===== src/rtl/sni_axi_master.sv =====
// Slave-side NoC interface: replays one request packet as an AXI3 burst and returns the response packet; W and R beats pass through combinationally.
// Optional SNI_RRESP_TRAILER_EN: read data goes out as BODY flits, followed by a TAIL that carries the worst RRESP.
module sni_axi_master #(
  parameter int DATA_WIDTH = 32,
  parameter int ADDR_WIDTH = 32,
  parameter int XY_WIDTH   = 4,
  parameter int FLIT_WIDTH = DATA_WIDTH + 2
) (
  input  logic                  clk,
  input  logic                  rst,
  input  logic [XY_WIDTH-1:0]   myx,
  input  logic [XY_WIDTH-1:0]   myy,
  input  logic [FLIT_WIDTH-1:0] rx_flit,
  input  logic                  rx_valid,
  output logic                  rx_ready,
  output logic [FLIT_WIDTH-1:0] tx_flit,
  output logic                  tx_valid,
  input  logic                  tx_ready,
  output logic [3:0]            M_AWID,
  output logic [ADDR_WIDTH-1:0] M_AWADDR,
  output logic [3:0]            M_AWLEN,
  output logic [2:0]            M_AWSIZE,
  output logic [1:0]            M_AWBURST,
  output logic                  M_AWVALID,
  input  logic                  M_AWREADY,
  output logic [3:0]            M_WID,
  output logic [DATA_WIDTH-1:0] M_WDATA,
  output logic [3:0]            M_WSTRB,
  output logic                  M_WLAST,
  output logic                  M_WVALID,
  input  logic                  M_WREADY,
  input  logic [3:0]            M_BID,
  input  logic [1:0]            M_BRESP,
  input  logic                  M_BVALID,
  output logic                  M_BREADY,
  output logic [3:0]            M_ARID,
  output logic [ADDR_WIDTH-1:0] M_ARADDR,
  output logic [3:0]            M_ARLEN,
  output logic [2:0]            M_ARSIZE,
  output logic [1:0]            M_ARBURST,
  output logic                  M_ARVALID,
  input  logic                  M_ARREADY,
  input  logic [3:0]            M_RID,
  input  logic [DATA_WIDTH-1:0] M_RDATA,
  input  logic [1:0]            M_RRESP,
  input  logic                  M_RLAST,
  input  logic                  M_RVALID,
  output logic                  M_RREADY,
  output logic                  busy,
  output logic                  proto_err
);

  localparam int PAD = DATA_WIDTH - 9 - 4*XY_WIDTH;
  localparam logic [1:0] T_HEAD = 2'b01, T_BODY = 2'b10, T_TAIL = 2'b11;

  typedef enum logic [3:0] {
    S_IDLE, S_ADDR, S_AW, S_W, S_B, S_WH, S_WT, S_AR, S_RH, S_R, S_RT
  } state_t;

  state_t state, state_d;

  logic                  rw_q;
  logic [3:0]            id_q, len_q, beat_q;
  logic [XY_WIDTH-1:0]   src_x_q, src_y_q;
  logic [ADDR_WIDTH-1:0] addr_q;
  logic [1:0]            bresp_q;
  logic                  perr_d;

  logic [DATA_WIDTH-1:0] payload;
  logic [1:0]            rx_type;
  logic                  w_hs, r_hs, at_last;
  logic [DATA_WIDTH-1:0] wr_head, rd_head;
  logic                  unused_ok;

  assign payload = rx_flit[DATA_WIDTH-1:0];
  assign rx_type = rx_flit[FLIT_WIDTH-1 -: 2];
  assign at_last = (beat_q == len_q);
  assign w_hs    = (state == S_W) && rx_valid && M_WREADY;
  assign r_hs    = (state == S_R) && M_RVALID && tx_ready;

  // Response headers swap roles: we become the source, the requester the destination.
  assign wr_head = {1'b1, id_q, 4'd0,  myx, myy, src_x_q, src_y_q, {PAD{1'b0}}};
  assign rd_head = {1'b0, id_q, len_q, myx, myy, src_x_q, src_y_q, {PAD{1'b0}}};

  assign M_AWID    = id_q;
  assign M_AWADDR  = addr_q;
  assign M_AWLEN   = len_q;
  assign M_AWSIZE  = 3'b010;
  assign M_AWBURST = 2'b01;
  assign M_WID     = id_q;
  assign M_WDATA   = payload;
  assign M_WSTRB   = 4'hF;
  assign M_WLAST   = at_last;
  assign M_ARID    = id_q;
  assign M_ARADDR  = addr_q;
  assign M_ARLEN   = len_q;
  assign M_ARSIZE  = 3'b010;
  assign M_ARBURST = 2'b01;
  assign busy      = (state != S_IDLE);
  assign unused_ok = ^{M_BID, M_RID, M_RRESP, payload};

`ifdef SNI_RRESP_TRAILER_EN
  logic [1:0] rresp_q;
`endif

  always_ff @(posedge clk or posedge rst) begin
    if (rst) begin
      state     <= S_IDLE;
      rw_q      <= 1'b0;
      id_q      <= '0;
      len_q     <= '0;
      beat_q    <= '0;
      src_x_q   <= '0;
      src_y_q   <= '0;
      addr_q    <= '0;
      bresp_q   <= '0;
      proto_err <= 1'b0;
`ifdef SNI_RRESP_TRAILER_EN
      rresp_q   <= '0;
`endif
    end else begin
      state     <= state_d;
      proto_err <= perr_d;
      if (state == S_IDLE && rx_valid && rx_type == T_HEAD) begin
        rw_q    <= payload[DATA_WIDTH-1];
        id_q    <= payload[DATA_WIDTH-2 -: 4];
        len_q   <= payload[DATA_WIDTH-6 -: 4];
        src_x_q <= payload[DATA_WIDTH-10 -: XY_WIDTH];
        src_y_q <= payload[DATA_WIDTH-10-XY_WIDTH -: XY_WIDTH];
        beat_q  <= '0;
`ifdef SNI_RRESP_TRAILER_EN
        rresp_q <= '0;
`endif
      end
      if (state == S_ADDR && rx_valid)
        addr_q <= payload[ADDR_WIDTH-1:0];
      if (w_hs || r_hs)
        beat_q <= at_last ? 4'd0 : beat_q + 4'd1;
      if (state == S_B && M_BVALID)
        bresp_q <= M_BRESP;
`ifdef SNI_RRESP_TRAILER_EN
      if (r_hs && M_RRESP > rresp_q)
        rresp_q <= M_RRESP;
`endif
    end
  end

  always_comb begin
    state_d = state;
    case (state)
      S_IDLE: if (rx_valid && rx_type == T_HEAD) state_d = S_ADDR;
      S_ADDR: if (rx_valid) state_d = rw_q ? S_AW : S_AR;
      S_AW:   if (M_AWREADY) state_d = S_W;
      S_W:    if (w_hs && at_last) state_d = S_B;
      S_B:    if (M_BVALID) state_d = S_WH;
      S_WH:   if (tx_ready) state_d = S_WT;
      S_WT:   if (tx_ready) state_d = S_IDLE;
      S_AR:   if (M_ARREADY) state_d = S_RH;
      S_RH:   if (tx_ready) state_d = S_R;
`ifdef SNI_RRESP_TRAILER_EN
      S_R:    if (r_hs && M_RLAST) state_d = S_RT;
      S_RT:   if (tx_ready) state_d = S_IDLE;
`else
      S_R:    if (r_hs && M_RLAST) state_d = S_IDLE;
`endif
      default: state_d = S_IDLE;
    endcase
  end

  always_comb begin
    rx_ready  = 1'b0;
    tx_valid  = 1'b0;
    tx_flit   = '0;
    M_AWVALID = 1'b0;
    M_WVALID  = 1'b0;
    M_BREADY  = 1'b0;
    M_ARVALID = 1'b0;
    M_RREADY  = 1'b0;
    perr_d    = 1'b0;
    case (state)
      S_IDLE: begin
        rx_ready = !rst;
        perr_d   = rx_valid && !rst && (rx_type != T_HEAD);
      end
      S_ADDR: rx_ready = 1'b1;
      S_AW:   M_AWVALID = 1'b1;
      S_W: begin
        // The beat counter decides WLAST; a misplaced TAIL is only reported.
        M_WVALID = rx_valid;
        rx_ready = M_WREADY;
        perr_d   = w_hs && (at_last != (rx_type == T_TAIL));
      end
      S_B:    M_BREADY = 1'b1;
      S_WH: begin
        tx_valid = 1'b1;
        tx_flit  = {T_HEAD, wr_head};
      end
      S_WT: begin
        tx_valid = 1'b1;
        tx_flit  = {T_TAIL, {(DATA_WIDTH-2){1'b0}}, bresp_q};
      end
      S_AR:   M_ARVALID = 1'b1;
      S_RH: begin
        tx_valid = 1'b1;
        tx_flit  = {T_HEAD, rd_head};
      end
      S_R: begin
        tx_valid = M_RVALID;
        M_RREADY = tx_ready;
`ifdef SNI_RRESP_TRAILER_EN
        tx_flit  = {T_BODY, M_RDATA};
`else
        tx_flit  = {(M_RLAST ? T_TAIL : T_BODY), M_RDATA};
`endif
        perr_d   = r_hs && (M_RLAST != at_last);
      end
`ifdef SNI_RRESP_TRAILER_EN
      S_RT: begin
        tx_valid = 1'b1;
        tx_flit  = {T_TAIL, {(DATA_WIDTH-2){1'b0}}, rresp_q};
      end
`endif
      default: ;
    endcase
  end

endmodule

===== config.mk =====
export PLATFORM = sky130hd
export DESIGN_NAME = sni_axi_master
export DESIGN_NICKNAME = d
export VERILOG_FILES = /design/src/rtl/sni_axi_master.sv
export SDC_FILE = /design/constraint.sdc
export NUM_CORES = 1
export LEC_CHECK = 0
export CAP_MARGIN = 25
export CELL_PAD_IN_SITES_DETAIL_PLACEMENT = 1
export CELL_PAD_IN_SITES_GLOBAL_PLACEMENT = 2
export CORE_ASPECT_RATIO = 1.5
export CORE_MARGIN = 5
export CORE_UTILIZATION = 19
export DETAILED_ROUTE_END_ITERATION = 16
export PLACE_DENSITY_LB_ADDON = 0.1
export SLEW_MARGIN = 20
export SYNTH_ARGS = -nofsm -noshare
export SYNTH_HDL_FRONTEND = slang
export SYNTH_SLANG_ARGS = --single-unit

===== constraint.sdc =====
create_clock -name clk -period 2.6 [get_ports clk]
set_input_delay 0.39 -clock clk [delete_from_list [all_inputs] [get_ports clk]]
set_output_delay 0.39 -clock clk [all_outputs]
set_load 0.02 [all_outputs]

; ---- Word-level counts from Yosys, hierarchy flattened
; Index checks and enable logic that the tools add are counted.
[op_classes]
n_addsub = 1
n_eq_ne = 25
mux = 25
n_reduce_logical = 22
[ops]
columns = operator, n
row1 = 34-bit case mux with 4 select lines, 1
row2 = 4-bit two-way mux, 13
row3 = 4-bit case mux with 10 select lines, 1
row4 = 4-bit by 3-bit == test with 1-bit output (second input constant), 4
row5 = 1-bit logical AND, 15
row6 = 2-bit inequality test (second input constant), 7
row7 = 10-bit AND reduction, 1
row8 = 4-bit by 2-bit == test with 1-bit output (second input constant), 2
row9 = 4-bit == test (second input constant), 2
row10 = 2-bit by 1-bit inequality test with 1-bit output (second input constant), 4
row11 = 1-bit two-way mux, 6
row12 = 1-bit case mux with 3 select lines, 2
row13 = 4-bit by 1-bit adder with 4-bit output (second input constant), 1
row14 = 4-bit by 1-bit == test with 1-bit output (second input constant), 1
row15 = 4-bit == test, 1
row16 = 4-bit logical NOT, 1
row17 = 4-bit nonzero test, 1
row18 = 3-bit two-way mux, 1
row19 = 3-bit OR reduction, 1
row20 = 2-bit by 1-bit == test with 1-bit output (second input constant), 1
row21 = 2-bit == test (second input constant), 1
row22 = 1-bit inequality test, 2
row23 = 1-bit case mux with 2 select lines, 1
row24 = 2-bit nonzero test, 1
row25 = other kinds (2), 2
[word_totals]
reg_bits = 60
inputBits = 96
out_inout_bits = 174
elab_cells = 83

; ---- Longest topological paths before layout
[depth]
ltp_word = 6
depth_mapped = 7
mapped_depth_nobuf = 5

; ---- Worst setup path before layout
; No wires, ideal clock.
[synth_path]
path_kind = reg-to-output
from = register state[2]
to = output tx_flit[10]
arrival_time_ps = 1653
slack_ps = 557
stages_incl_launch_ff = 6
path_buffers = 3
cell_sequence = dfrtp_1 buf_2 and4bb_2 clkbuf_1 clkbuf_1 a22o_1
[synth_between]
elab_chain_cells = 2
word_cells_on_any_way = 5
[synth_lines]
columns = item, line_no
row1 = start: declaration, 60  ; state_t state, state_d;
row2 = start signal: assignment, 122  ; state <= state_d;
row3 = 4-bit == test / 4-bit by 3-bit == test with 1-bit output (equally long branches), 180  ; case (state)
row4 = 34-bit case mux with 4 select lines *, 180
row5 = end: declaration, 16  ; output logic [FLIT_WIDTH-1:0] tx_flit,
; Mark *: on every way between the ends. The rest lies on a longest branch, timed or not.

; ---- Worst setup path after layout
[layout_path]
from = register state[2]
to = output tx_flit[23]
; The elaborated chain is that of the path after synthesis.

==> flow_summary.json <==
{
  "final_util_pct": 31.79,
  "clock_path_buffers": 2,
  "dpl_worst_slack_ns": 0.2439,
  "path_max_fanout": 18,
  "clk_pin_slew_ns": 0.06,
  "postCtsSetupBuffers": 0,
  "synth.avg_cell_area_sq_um": 10.69,
  "cts-hold-fix-buffers": 0,
  "drv_cap": 0,
  "grt_start_max_net_pins": 33,
  "setup.worst_path.end_class": "output port",
  "cts_sinks": 60,
  "yosysUniqueCellTypes": 48,
  "antenna_cells": 0,
  "final_cells": 798,
  "async_reset_ff_share_pct": 100.0,
  "status": "finished, final reports clean",
  "synthToLayoutAreaGrowth_pct": 65.25,
  "p_int_mw": 4.521,
  "place.gp.congestion": 0.7085,
  "cts_tree": "done",
  "syn_area_sq_um": 3806,
  "critPathKind": "reg2out",
  "via_count": 3269,
  "hold_path_class": "reg2reg",
  "power.sequential.fraction_pct": 23.2,
  "synthFlopType": "dfrtp_1",
  "fin_skew_ns": 0.01095,
  "wl_per_cell_um": 18.55,
  "routed_wl_um": 14800,
  "die_h_um": 183.3,
  "drtAntennaViolNets": 0,
  "cp-start-kind": "flip-flop",
  "final_cell_mix": "clkdlybuf4s50_1, dfrtp_1, mux2_2",
  "initial_utilization_pct": 19.24,
  "yosys_warnings": 0,
  "slowest_stage": "clkdlybuf4s50_1",
  "cp.required_ns": 2.21,
  "yosysSeqAreaShare_pct": 39.45,
  "ios": 270,
  "cts_buffers": 9,
  "period_minus_slack_ns": 2.521,
  "dp.cells": 782,
  "numPortBuffers": 245,
  "gr-total-overflow": 0,
  "cts_root_buffer": "clkbuf_16",
  "antenna_found_initial": 0,
  "drtIter0Drc": 97,
  "p_leak_nw": 2.769,
  "vias_per_cell": 4.096,
  "fillers": 2263,
  "fin_crit_sh_pct": 96.96,
  "htree_levels": 3,
  "drive_above_1_share_pct": 18.77,
  "final_cell_area_sq_um": 6290,
  "clkPwrFrac_pct": 14.1,
  "multi_input_area_sq_um": 1573,
  "fp.dieW_um": 125.6,
  "grt_pass1_wl_um": 22700,
  "finalNetCount": 630,
  "clock_latency_ns": 0.33,
  "drtPass1Iterations": 4,
  "synth-edff-count": 0,
  "synthCells": 356,
  "path_cells": "buf_4, or3b_4, nor2_1, clkdlybuf4s50_1",
  "die_area_sq_um": 23020,
  "finalHoldViolations": 0,
  "fmax_mhz": 396.7,
  "max_stage_delay_ns": 0.62,
  "dp.final_hpwl_um": 11720,
  "setup_violations": 0,
  "pwr-share-comb_pct": 62.7,
  "placed_area_sq_um": 6035,
  "tns_ns": 0,
  "switchingPower_mw": 3.415,
  "drc": 0,
  "ys_ff_latch": 60,
  "final_common_cell": "clkdlybuf4s50_1",
  "seqCellArea_sq_um": 1503,
  "cp.arrival_ns": 2.13,
  "grt_pass1_vias": 3847,
  "setup_ws_ns": 0.07913,
  "report.power.total_mw": 7.936,
  "rows": 63,
  "power.density_nw_per_um2": 1262,
  "grt_usage_pct": 12.68,
  "hold_ws_ns": 0.5088,
  "rsz0062_at_grt": "false",
  "switching_share_pct": 43.03,
  "final_max_slew_viol_count": 0,
  "core_sq_um": 19790,
  "peakVddDrop_mv": 0.4473
}
## synth_stat cells (2+ instances only)
cell type	number	area share [%]
a211oi_1	2	0.39
and4bb_2	2	0.66
nor2_1	10	0.99
xor2_1	5	1.2
xnor2_1	2	0.46
mux2i_1	6	1.6
buf_4	91	18
clkbuf_1	6	0.59
a21oi_1	8	1.1
inv_1	3	0.30
and3_1	3	0.49
nor2b_1	5	0.82
and2_1	8	1.3
nand2_1	11	1.1
buf_2	9	1.2
conb_1	2	0.20
or2_2	2	0.33
mux2_2	51	15
dfrtp_1	60	39
nor3_1	7	0.92
nand3_1	4	0.53
nor3b_1	2	0.39
o21bai_1	2	0.39
a21o_1	2	0.39
a22o_1	22	5.1
o21ai_0	9	1.2
## metal layers
| metal | up-vias | GRT usage, % | part of all wire, % |
|---|---|---|---|
| met5 | - | 0 | 0 |
| met2 | 148 | 23.62 | 55 |
| met1 | 1614 | 13.48 | 37 |
| li1 | 1497 | - | - |
| met3 | 10 | 4.254 | 7.3 |
| met4 | 0 | 3.733 | 1.2 |
## cells by family (layout without fill, tap and decap cells)
kind of cell	after synthesis	count (layout)	share of synthesized area, %
adder cells (fa/ha/maj)	1	1	0.3287
AND/OR/NAND/NOR	64	64	10.55
XOR/XNOR	7	7	1.611
multiplexers	59	59	17.36
other	2	14	0.1973
AO/OA/AOI/OAI	52	52	10.09
buffers and inverters	111	281	20.41
flip-flops	60	60	39.45
## power by group through the flow
stage | sequential, mW | combinational, mW | clock, mW
detailed placement | 1.87 | 5.14 | 0
global placement | 1.86 | 5.12 | 0
finish | 1.84 | 4.97 | 1.12
global route | 1.94 | 5.30 | 1.22
CTS | 1.87 | 5.09 | 1.18
floorplan | 2.09 | 2.84 | 0
## state kept, by name, summed over array words and instances, names as in the netlist
| register | cells |
|---|---|
| M_ARADDR | 32 |
| M_ARID | 4 |
| M_ARLEN | 4 |
| beat_q | 4 |
| src_x_q | 4 |
| src_y_q | 4 |
| state | 4 |
| bresp_q | 2 |
| proto_err | 1 |
| rw_q | 1 |
## timing repair
item / CTS / global route
gates resized for setup: 28 / 4
setup endpoints to repair: 28 / 4
gates cloned: 0 / 0
pin swaps: 0 / 0
## critical path, delay by kind of cell, from the launching register on
family	cells	cell delay (ns)
DFF	1	0.38
buffers and inverters	2	0.83
and+or+nand+nor	2	0.60
## final timing paths
kind	cells after the start	start	endpoint	slack [ns]
setup / recovery	4	state[2]$_DFFE_PP0P_	tx_flit[23]	0.08
hold / removal	1	src_y_q[0]$_DFFE_PP0P_	src_y_q[0]$_DFFE_PP0P_	0.51
setup reg to reg	6	state[2]$_DFFE_PP0P_	state[2]$_DFFE_PP0P_	0.53
hold reg to reg	1	src_y_q[0]$_DFFE_PP0P_	src_y_q[0]$_DFFE_PP0P_	0.51
max in group asynchronous	3	rst	M_ARID[1]$_DFFE_PP0P_	1.54
min in group asynchronous	2	rst	M_ARADDR[29]$_DFFE_PP0P_	0.52
## final cells by class
cell class                      instances  area share [%]
Timing Repair Buffer                  261           41.22
Tap cell                              260           5.172
Sequential cell                        60           23.89
Clock inverter                          7          0.8952
Multi-Input combinational cell        197           25.01
Clock buffer                            9           3.581
Inverter                                4          0.2387
Note: power is estimated with default switching activity, not from simulation.
